## src/rtl/sipo_rx.sv

```systemverilog
// UART receive deserializer: oversampled serial line in, byte plus status flags out.
// Frame format (data length, parity, stop bits) is latched at the start-bit sample.
module sipo_rx #(
   parameter int OVERSAMPLE = 16,
   parameter int CNT_W      = 4
) (
   input  logic       BaudOut,
   input  logic       Reset,
   input  logic       DataIn,
   input  logic       StopBits,
   input  logic       DataLength,
   input  logic [1:0] ParityType,
   output logic [7:0] DataOut,
   output logic       DoneFlag,
   output logic       ActiveFlag,
   output logic       ParityError,
   output logic       StopError,
   output logic       StartError
);

   localparam int SYNC_STAGES = 2;
   localparam logic [CNT_W-1:0] HALF_LAST = CNT_W'(OVERSAMPLE / 2 - 1);
   localparam logic [CNT_W-1:0] BIT_LAST  = CNT_W'(OVERSAMPLE - 1);

   typedef enum logic [2:0] {
      IDLE,
      START,
      DATA,
      PARITY,
      STOP,
      DONE
   } rxState_t;

   rxState_t         stateReg, stateNext;
   logic [CNT_W-1:0] cntReg, cntNext;
   logic [2:0]       bitIdxReg, bitIdxNext;
   logic [7:0]       shiftReg, shiftNext;
   logic             pbitReg, pbitNext;
   logic             stopPendReg, stopPendNext;
   logic             cfgStopReg, cfgStopNext;
   logic             cfgLenReg, cfgLenNext;
   logic [1:0]       cfgParityReg, cfgParityNext;
   logic [7:0]       dataOutReg, dataOutNext;
   logic             parityErrReg, parityErrNext;
   logic             stopErrReg, stopErrNext;
   logic             doneReg, doneNext;
   logic             activeReg, activeNext;
   logic             startErrReg, startErrNext;

   logic             syncReg [SYNC_STAGES];
   logic             sin;
   logic [7:0]       dataMasked;
   logic             parityOn;
   logic             parityCalc;
   logic             sampleTick;
   logic             lastData;
   logic             lastStop;

   genvar gi;
   generate
      // Both synchronizer flops reset to the idle (high) line level.
      for (gi = 0; gi < SYNC_STAGES; gi++) begin : gSync
         if (gi == 0) begin : gHead
            always_ff @(posedge BaudOut) begin
               if (Reset) syncReg[gi] <= 1'b1;
               else       syncReg[gi] <= DataIn;
            end
         end else begin : gTail
            always_ff @(posedge BaudOut) begin
               if (Reset) syncReg[gi] <= 1'b1;
               else       syncReg[gi] <= syncReg[gi-1];
            end
         end
      end

      for (gi = 0; gi < 8; gi++) begin : gMask
         if (gi == 7) begin : gTop
            assign dataMasked[gi] = shiftReg[gi] & cfgLenReg;
         end else begin : gLow
            assign dataMasked[gi] = shiftReg[gi];
         end
      end
   endgenerate

   assign sin        = syncReg[SYNC_STAGES-1];
   assign parityOn   = (cfgParityReg == 2'b01) || (cfgParityReg == 2'b10);
   assign parityCalc = (^dataMasked) ^ pbitReg;
   assign sampleTick = (cntReg == BIT_LAST);
   assign lastData   = (bitIdxReg == (cfgLenReg ? 3'd7 : 3'd6));
   // bitIdx counts stop samples too: done after index 0 (one stop) or index 1 (two stops).
   assign lastStop   = (bitIdxReg[0] == cfgStopReg);

   always_ff @(posedge BaudOut) begin
      if (Reset) begin
         stateReg     <= IDLE;
         cntReg       <= '0;
         bitIdxReg    <= '0;
         shiftReg     <= '0;
         pbitReg      <= 1'b0;
         stopPendReg  <= 1'b0;
         cfgStopReg   <= 1'b0;
         cfgLenReg    <= 1'b1;
         cfgParityReg <= 2'b00;
         dataOutReg   <= '0;
         parityErrReg <= 1'b0;
         stopErrReg   <= 1'b0;
         doneReg      <= 1'b0;
         activeReg    <= 1'b0;
         startErrReg  <= 1'b0;
      end else begin
         stateReg     <= stateNext;
         cntReg       <= cntNext;
         bitIdxReg    <= bitIdxNext;
         shiftReg     <= shiftNext;
         pbitReg      <= pbitNext;
         stopPendReg  <= stopPendNext;
         cfgStopReg   <= cfgStopNext;
         cfgLenReg    <= cfgLenNext;
         cfgParityReg <= cfgParityNext;
         dataOutReg   <= dataOutNext;
         parityErrReg <= parityErrNext;
         stopErrReg   <= stopErrNext;
         doneReg      <= doneNext;
         activeReg    <= activeNext;
         startErrReg  <= startErrNext;
      end
   end

   always_comb begin
      stateNext     = stateReg;
      cntNext       = cntReg;
      bitIdxNext    = bitIdxReg;
      shiftNext     = shiftReg;
      pbitNext      = pbitReg;
      stopPendNext  = stopPendReg;
      cfgStopNext   = cfgStopReg;
      cfgLenNext    = cfgLenReg;
      cfgParityNext = cfgParityReg;
      dataOutNext   = dataOutReg;
      parityErrNext = parityErrReg;
      stopErrNext   = stopErrReg;
      doneNext      = 1'b0;
      startErrNext  = 1'b0;
      activeNext    = (stateReg == START) || (stateReg == DATA) ||
                      (stateReg == PARITY) || (stateReg == STOP);

      case (stateReg)
         IDLE: begin
            if (!sin) begin
               stateNext = START;
               cntNext   = '0;
            end
         end

         START: begin
            if (cntReg == HALF_LAST) begin
               cntNext = '0;
               if (!sin) begin
                  stateNext     = DATA;
                  bitIdxNext    = '0;
                  shiftNext     = '0;
                  pbitNext      = 1'b0;
                  stopPendNext  = 1'b0;
                  cfgStopNext   = StopBits;
                  cfgLenNext    = DataLength;
                  cfgParityNext = ParityType;
               end else begin
                  stateNext    = IDLE;
                  startErrNext = 1'b1;
               end
            end else begin
               cntNext = cntReg + CNT_W'(1);
            end
         end

         DATA: begin
            if (sampleTick) begin
               cntNext              = '0;
               shiftNext[bitIdxReg] = sin;
               if (lastData) begin
                  bitIdxNext = '0;
                  stateNext  = parityOn ? PARITY : STOP;
               end else begin
                  bitIdxNext = bitIdxReg + 3'd1;
               end
            end else begin
               cntNext = cntReg + CNT_W'(1);
            end
         end

         PARITY: begin
            if (sampleTick) begin
               cntNext    = '0;
               pbitNext   = sin;
               bitIdxNext = '0;
               stateNext  = STOP;
            end else begin
               cntNext = cntReg + CNT_W'(1);
            end
         end

         STOP: begin
            if (sampleTick) begin
               cntNext = '0;
               if (!sin) stopPendNext = 1'b1;
               if (lastStop) begin
                  stateNext  = DONE;
                  bitIdxNext = '0;
               end else begin
                  bitIdxNext = bitIdxReg + 3'd1;
               end
            end else begin
               cntNext = cntReg + CNT_W'(1);
            end
         end

         DONE: begin
            dataOutNext = dataMasked;
            case (cfgParityReg)
               2'b01:   parityErrNext = ~parityCalc;
               2'b10:   parityErrNext = parityCalc;
               default: parityErrNext = 1'b0;
            endcase
            stopErrNext = stopPendReg;
            doneNext    = 1'b1;
            cntNext     = '0;
            stateNext   = IDLE;
         end

         default: begin
            stateNext = IDLE;
            cntNext   = '0;
         end
      endcase
   end

   assign DataOut     = dataOutReg;
   assign DoneFlag    = doneReg;
   assign ActiveFlag  = activeReg;
   assign ParityError = parityErrReg;
   assign StopError   = stopErrReg;
   assign StartError  = startErrReg;

endmodule

```

## config.mk

```make
export PLATFORM = sky130hd
export DESIGN_NAME = sipo_rx
export DESIGN_NICKNAME = d
export VERILOG_FILES = /design/src/rtl/sipo_rx.sv
export SDC_FILE = /design/constraint.sdc
export NUM_CORES = 1
export LEC_CHECK = 0
export BUFFER_PORTS_ARGS = -buffer_cell sky130_fd_sc_hd__buf_2
export CAP_MARGIN = 30
export CORE_ASPECT_RATIO = 1.1
export CORE_MARGIN = 4
export CORE_UTILIZATION = 30
export CTS_CLUSTER_DIAMETER = 60
export DETAILED_ROUTE_END_ITERATION = 10
export GPL_TIMING_DRIVEN = 0
export MAX_ROUTING_LAYER = met4
export PLACE_DENSITY = 0.55
export SYNTH_ARGS = -nofsm -noshare
export SYNTH_HDL_FRONTEND = slang
export SYNTH_SLANG_ARGS = --single-unit
export TNS_END_PERCENT = 1
```

## constraint.sdc

```tcl
create_clock -name BaudOut -period 3.9 [get_ports BaudOut]
set_input_delay 0.78 -clock BaudOut [delete_from_list [all_inputs] [get_ports BaudOut]]
set_output_delay 0.78 -clock BaudOut [all_outputs]
set_load 0.01 [all_outputs]
```

* Word-level counts from Yosys, hierarchy flattened
Memory sizes are Yosys's and may differ from the RTL's. Index checks and enable logic that the tools add are counted.
Word-level totals: register bits after elaboration 37, RAM bits 2, bits of input ports 7, output and inout bits 13, word-level logic and storage cells 112, memories kept 1
Operators by class: add/subtract/negate cells 2, magnitude comparators 2, equal/unequal tests 20, multiplexer cells 45, bitwise gates (word level) 8, reductions and logical operators 19
Memories:
- syncReg | words 2, bits a word 1, rd ports 2, clocked after memory_dff 0, wr ports 2, line 50 | logic syncReg [SYNC_STAGES];
Operators with widths (count):
- 2-to-1 mux 3 bit | 15
- 2-to-1 mux 8 bit | 3
- inequality test 2 bit (second input constant) | 8
- one-hot mux 8 bit (2 select lines) | 1
- one-hot mux 3 bit (5 select lines) | 1
- 2-to-1 mux 1 bit | 14
- 2-to-1 mux 4 bit | 3
- one-hot mux 3 bit (4 select lines) | 1
- one-hot mux 4 bit (3 select lines) | 1
- bitwise mux 8 bit | 1
- AND reduction 4 bit | 2
- XOR reduction 8 bit | 1
- AND reduction 7 bit | 1
- equality test 3 x 2 -> 1 bit (second input constant) | 2
- equality test 3 bit (second input constant) | 2
- one-hot mux 1 bit (2 select lines) | 3
- AND reduction 6 bit | 1
- nonzero test 2 bit | 3
- OR reduction 3 bit | 2
- AND reduction 5 bit | 1
- adder 4 x 1 -> 4 bit (second input constant) | 1
- equality test 4 x 3 -> 1 bit (second input constant) | 1
- equality test 4 bit (second input constant) | 1
- logical OR 1 bit | 4
- 19 further kinds | 23

* Depth between registers and ports, before layout
Gate-level depths: netlist of run 1.
depth in word-level cells 7, mapped depth 8, mapped depth without buffers 7

* Least setup slack after synthesis of run 1
Ideal clock, no wire load.
path kind reg-to-reg, from register bitIdxReg[0], to register stateReg[2], setup time 0.070 ns, arrival time 1.853 ns, required time 3.830 ns, setup slack 1.976 ns, stages on the path, launching flop included 9, path buffers 1, clock period less this slack 1.924 ns, cell sequence dfxtp_1 buf_2 clkinv_1 ha_1 nand2_1 o211ai_1 o211ai_2 or4b_1 a21oi_1
On the way: cells in the longest elaborated chain, start to end 3, elaborated cells between the ends (all ways) 5, those cells by class eq/ne: 4; reduce/logical: 1
Ends and longest elaborated chain:
- start: declaration | line 36 | logic [2:0] bitIdxReg, bitIdxNext;
- start signal: assignment | line 113 | bitIdxReg <= bitIdxNext;
- equality test 3 bit / equality test 1 bit (equally long branches) | line 89, 91
- inequality test 2 bit (no line)
- AND reduction 7 bit (no line) (*)
- end signal: assignment | line 111 | stateReg <= stateNext;
- end: declaration | line 34 | rxState_t stateReg, stateNext;
Mark *: on every way between the ends. The rest lies on a longest branch, timed or not. A chain may end at the register's enable or synchronous reset.

* Worst setup path after layout of run 1
Same ends and word-level chain as after synthesis.

==> metrics.md, run 1 <==
| Metric | Value |
|---|---|
| Commonest non-fill, non-tap cell in the layout | `dfxtp_1` |
| Cell variety after synth | `50` |
| Mapped Area | `just under 0.002 sq mm` |
| Vias in the first global route | `1577` |
| CP Class | `reg2reg` |
| Core ar. | `just over 0.006 sq mm` |
| Placer Congestion | `approximately 0.86` |
| # DRC | `0` |
| Post-synth top flop | `dfxtp_1` |
| CTS sink cnt | `39` |
| Root Driver | `clkbuf_8` |
| Mapped Nets | `250` |
| EDFF count, synth | `0` |
| DIE AREA | `about 0.0078 sq mm` |
| Cts hold-fix bufs | `0` |
| Worst-path clk slew | `0.07 ns` |
| WL per Instance | `around 13 um` |
| GRT overflow | `0` |
| Seq/Total Area, Yosys | `0.404` |
| Most frequent cells in the layout | `dfxtp_1 (39), a21oi_1 (34), nand2_1 (30)` |
| Width of the die | `between 80 and 90 um` |
| Max-slew headroom | `0.619` |
| Max Cap Viol | `0` |
| Layout area overhead | `16.7%` |
| Cells after DPL | `336` |
| Port-buffer cells | `18` |
| Critical path arrival | `around 2.5 ns` |
| 1st-iter DRT viols | `64` |
| Utilization after layout | `0.364` |
| Die height | `between 90 and 100 um` |
| Worst EP required | `~4.1 ns` |
| Final WS setup | `approximately 1.6 ns` |
| Power, Total | `roughly 0.90 mW` |
| CP endpoint kind | `flop` |
| Design Area, Final | `about 0.0023 sq mm` |
| Max-slew violations | `0` |
| Nets | `between 200 and 300` |
| Post-route ant nets | `0` |
| Worst slew pin tran | `0.572 ns` |
| Drt pass-1 iters | `5` |
| Asr flop ratio synth | `0` |
| Antenna violations before repair | `0` |
| Layout cell share with drive strength beyond 1 | `0.159` |
| # diodes | `0` |
| Synthesized instance count | `about 240` |
| Skew final | `0.00554 ns` |
| CTS max path bufs | `2` |
| Place WS | `about 1.7 ns` |
| Hold WC Path Type | `reg2reg` |
| Status | `finished, final reports clean` |
| LEAKAGE | `0.818 nW` |
| HPWL Detailed | `3.11 mm` |
| RSZ-0062 raised after global routing | `false` |
| CTS resizes | `0` |
| DR vias/cell | `4.79` |
| Post-route minimum period | `around 2.3 ns` |
| Largest net degree at the start of global routing | `13` |
| Worst vdd ir | `roughly 0.00026 V` |
| Num CTS Buffers | `5` |
| Wirelength, routed | `between 4 and 5 mm` |
| Setup violations, final | `0` |
| #FFs+latches synth | `39` |
| Clock Latency Late Sink | `0.29 ns` |
| CTS tree | `done` |
| Critical path peak fanout | `10` |
| Initial core utilization | `0.312` |
| Gr usage total | `0.120` |
| Setup TNS | `0 ns` |
| First-pass GRT wire length | `7.38 mm` |
| YS warnings | `0` |
| Startpoint types | `flop` |
| Final hold slack | `0.411 ns` |
| Post-CTS setup buffer count | `0` |
| Row cnt | `30` |
| Placed cell area | `~0.0021 sq mm` |
| Final Cycle Share | `0.585` |
| Fmax | `roughly 440 MHz` |
| Layout Cells excl Fill | `approximately 340` |
| Synth Area per Inst | `roughly 8.1 sq um` |
| Hold Vio Cnt, Final | `0` |
| Htree depth | `2` |
| Via count | `approximately 1600` |
| P per Cell Area | `around 400 mW/mm^2` |
| IO Pins | `20` |
-- Yosys cell counts, types with 5 or more instances --
| cell | count | area share |
|---|---|---|
| nor3_1 | 5 | 0.013 |
| clkbuf_1 | 9 | 0.017 |
| nand2_1 | 30 | 0.058 |
| xnor2_1 | 8 | 0.036 |
| inv_1 | 6 | 0.012 |
| o21ai_0 | 17 | 0.044 |
| ha_1 | 5 | 0.032 |
| nor2_1 | 18 | 0.035 |
| a21oi_1 | 34 | 0.088 |
| dfxtp_1 | 39 | 0.40 |
| nand3_1 | 10 | 0.026 |
-- layer usage --
layer  vias up  share of wire  GRT usage
met5         -              0          -
met3         6          0.036     0.0368
met2        33           0.46      0.185
met4         0          0.015     0.0383
li1        871              -          -
met1       739           0.49      0.149
-- state kept, by name, indices dropped and copies added (netlist names), 2 cells and up --
name,cells
syncReg,2
cntReg,4
shiftReg,8
bitIdxReg,3
DataOut,8
cfgParityReg,2
stateReg,3
-- final timing paths --
path,start,endpoint,slack (ns),cells after the start
worst max register to register,bitIdxReg[0],stateReg[2],1.62,8
worst min-delay path,syncReg[0],syncReg[1],0.41,1
worst max-delay path,bitIdxReg[0],stateReg[2],1.62,8
worst min register to register,syncReg[0],syncReg[1],0.41,1
-- where the power goes --
group          switching (mW)  internal (mW)  total [mW]
sequential            0.00514          0.407       0.412
combinational          0.0532         0.0323      0.0854
clock                   0.145          0.256       0.401
total                   0.203          0.695       0.898
-- cell type report --
cell class                      instances  area, sq um
Fill cell                             675         3940
Tap cell                               80          100
Buffer                                 16         80.1
Inverter                                7         26.3
Timing Repair Buffer                   18         90.1
Clock inverter                          2         60.1
Sequential cell                        39          781
Clock buffer                            6         72.6
Multi-Input combinational cell        176         1040
-- logic make-up (layout without fill, tap and decap cells) --
kind of cell	after synthesis	after routing	share of synthesized area
buf+inv	23	49	0.0551
compound gates	70	70	0.209
simple gates	89	89	0.233
xor+xnor	11	11	0.0609
flops	39	39	0.404
mux	1	1	0.00518
fa+ha+maj	5	5	0.0324
-- worst max-delay path, stage by stage (launching register included) --
cell	delay, ns
dfxtp_1	0.33
buf_2	0.22
clkinv_1	0.26
ha_1	0.38
nand2_1	0.06
o211ai_1	0.10
o211ai_2	0.18
or4b_1	0.52
a21oi_1	0.16
Note: power is estimated with default switching activity, not from simulation.
==> inputs of run 2 (changes only) <==
==> constraint.sdc (replaced) <==
create_clock -name BaudOut -period 2.15 [get_ports BaudOut]
set_input_delay 0.43 -clock BaudOut [delete_from_list [all_inputs] [get_ports BaudOut]]
set_output_delay 0.43 -clock BaudOut [all_outputs]
set_load 0.01 [all_outputs]
==> run 2 against run 1 <==
Effect of this change:
- via count rose by 0.30%
- largest cell class unchanged
- largest power group unchanged
- non-clock buffer count did not move
- final area rose by 0.22%
- count of clock-buffer cells in the layout did not move
- hold slack got worse by 0.094 ns
- routed wire length barely moved
- final cell count did not move
==> metrics.md, run 2 (synthesis results as in run 1) <==
| Metric | Value |
|---|---|
| Post-route ant nets | `0 (unchanged)` |
| Critical path peak fanout | `10 (unchanged)` |
| Worst-path clk slew | `0.07 ns (about the same)` |
| RSZ-0062 raised after global routing | `false` |
| Crit path buf inv count | `2 (unchanged)` |
| WL met2 | `1.99 mm (+0.10%)` |
| Crit-path slowest cell | `or4b_1` |
| Wirelength, routed | `4.35 mm (about the same)` |
| Final WS setup | `0.140 ns (-1.48 ns)` |
| CP top delay family | `simple AND/OR/NAND/NOR gates` |
| Most frequent cells in the layout | `dfxtp_1 (39), a21oi_1 (34), nand2_1 (30)` |
| Metal3 WL | `157 um (+1.3%)` |
| Commonest non-fill, non-tap cell in the layout | `dfxtp_1` |
| Post-CTS setup buffer count | `0 (unchanged)` |
| Startpoint types | `flop` |
| Place WS | `-0.0458 ns (-1.75 ns)` |
| Antenna violations before repair | `0 (unchanged)` |
| Delay of the slowest critical-path stage | `0.52 ns (about the same)` |
| Die height | `92.1 um (unchanged)` |
| WL per Instance | `12.6 um (about the same)` |
| Port-buffer cells | `18 (unchanged)` |
| Placed cell area | `0.00212 sq mm (unchanged)` |
| Layout cell share with drive strength beyond 1 | `0.163 (+0.00379)` |
| CTS max path bufs | `2 (unchanged)` |
| Worst vdd ir | `0.000467 V (+80%)` |
| Skew final | `0.00563 ns (+0.0000956 ns)` |
| CTS tree | `done` |
| GRT overflow | `0 (unchanged)` |
| Critical path arrival | `2.23 ns (-0.27 ns)` |
| Layout Cells excl Fill | `344 (unchanged)` |
| Routed met1 length | `2.13 mm (about the same)` |
| DR vias/cell | `4.81 (+0.30%)` |
| Vias in the first global route | `1577 (unchanged)` |
| Setup violations, final | `0 (unchanged)` |
| Max Cap Viol | `0 (unchanged)` |
| Internal power | `1.26 mW (+82%)` |
| Gr usage total | `0.120 (unchanged)` |
| Power, Total | `1.63 mW (+82%)` |
| Fillers | `675 (unchanged)` |
| Root Driver | `clkbuf_8` |
| Comb pwr share | `0.096 (about the same)` |
| Max-slew headroom | `0.619 (about the same)` |
| Switching Fraction | `0.227 (+0.000737)` |
| Cells after DPL | `336 (unchanged)` |
| 1st-iter DRT viols | `62 (-3.1%)` |
| CP Class | `reg2reg` |
| CP endpoint kind | `flop` |
| P per Cell Area | `723 mW/mm^2 (+81%)` |
| Worst slew pin tran | `0.572 ns (-0.000000238 ns)` |
| Post-route minimum period | `2.01 ns (-0.273 ns)` |
| Layout area overhead | `17.0%` |
| IO Pins | `20 (unchanged)` |
| HPWL Detailed | `3.11 mm (unchanged)` |
| Hold WC Path Type | `in2reg` |
| Largest net degree at the start of global routing | `13 (unchanged)` |
| Max-slew violations | `0 (unchanged)` |
| Core ar. | `0.00619 sq mm (unchanged)` |
| Crit path cell chain | `clkbuf_4 > inv_4 > ha_1 > nand2_1 > o211ai_1 > o211ai_2 > or4b_1 > a21oi_1` |
| Fmax | `497 MHz (+14%)` |
| Width of the die | `84.5 um (unchanged)` |
| # diodes | `0 (unchanged)` |
| Status | `finished, final reports clean` |
| Clock power frac | `0.446 (about the same)` |
| Final Cycle Share | `0.935 (+0.350)` |
| Row cnt | `30 (unchanged)` |
| LEAKAGE | `0.819 nW (about the same)` |
| Htree depth | `2 (unchanged)` |
| # DRC | `0 (unchanged)` |
| Clock Latency Late Sink | `0.29 ns (about the same)` |
| CTS sink cnt | `39 (unchanged)` |
| Final hold slack | `0.316 ns (-0.0940 ns)` |
| Via count | `1654 (+0.30%)` |
| Hold Vio Cnt, Final | `0 (unchanged)` |
| Initial core utilization | `0.312 (unchanged)` |
| Cts hold-fix bufs | `0 (unchanged)` |
| Num CTS Buffers | `5 (unchanged)` |
| Sw power | `0.370 mW (+82%)` |
| Design Area, Final | `0.00226 sq mm (+0.22%)` |
| Flop pwr share | `0.458 (about the same)` |
| First-pass GRT wire length | `7.38 mm (unchanged)` |
| Top Layer Used | `met4` |
| DIE AREA | `0.00778 sq mm (unchanged)` |
| Drt pass-1 iters | `5 (unchanged)` |
| Nets | `275 (unchanged)` |
| Worst EP required | `2.37 ns (-1.75 ns)` |
| Placer Congestion | `0.859 (unchanged)` |
==> run 2: cell types whose count changed in the layout (fill, tap and decap cells not counted) <==
cell | previous run | this run
inv_4 | 0 | 1
buf_2 | 22 | 21
clkbuf_4 | 0 | 1
clkinv_1 | 1 | 0
==> run 2: final cells by class <==
class	instances	area (sq um)	area share
plain buffers	16	82.6	0.0366
clock buffers	6	72.6	0.0321
clock inverters	2	60.1	0.0266
inverters	7	28.8	0.0127
multi-input cells	176	1040	0.462
flip-flops and latches	39	781	0.346
well taps	80	100	0.0443
repair buffers	18	90.1	0.0399
==> run 2: worst register-to-register path: stages, from the launching register on <==
cell      delay, ns
dfxtp_1        0.33
clkbuf_4       0.21
inv_4          0.08
ha_1           0.30
nand2_1        0.06
o211ai_1       0.10
o211ai_2       0.18
or4b_1         0.52
a21oi_1        0.16
==> run 2: power groups by stage <==
stage,logic [mW],registers (mW),clock network [mW]
floorplan,0.117,0.764,0
global placement,0.154,0.764,0
detailed placement,0.155,0.764,0
CTS,0.155,0.747,0.746
global route,0.173,0.750,0.778
finish,0.156,0.747,0.728
==> run 2: what timing repair did <==
action	4_1_cts	5_1_grt
endpoints found under the setup margin	1	1
resized for setup	1	2
pin swaps	0	0
==> run 2: per-layer routing <==
layer	vias up	track usage
li1	872	-
met1	741	0.149
met2	35	0.185
met3	6	0.0368
met4	0	0.0383
met5	-	-
==> run 2: per-stage QoR <==
stage	utilization	setup TNS, ns
after floorplan	-	0
after global placement	0.342	-0.0423
after detailed placement	0.342	-0.0458
after CTS	0.364	0
after global routing	0.365	0
final	0.365	0
==> run 2: final timing paths <==
kind / slack (ns) / endpoint / cells past startpoint / startpoint
max: 0.14 / stateReg[2] / 8 / bitIdxReg[0]
min: 0.32 / syncReg[0] / 2 / DataIn
max reg2reg: 0.14 / stateReg[2] / 8 / bitIdxReg[0]
min reg2reg: 0.41 / syncReg[1] / 1 / syncReg[0]
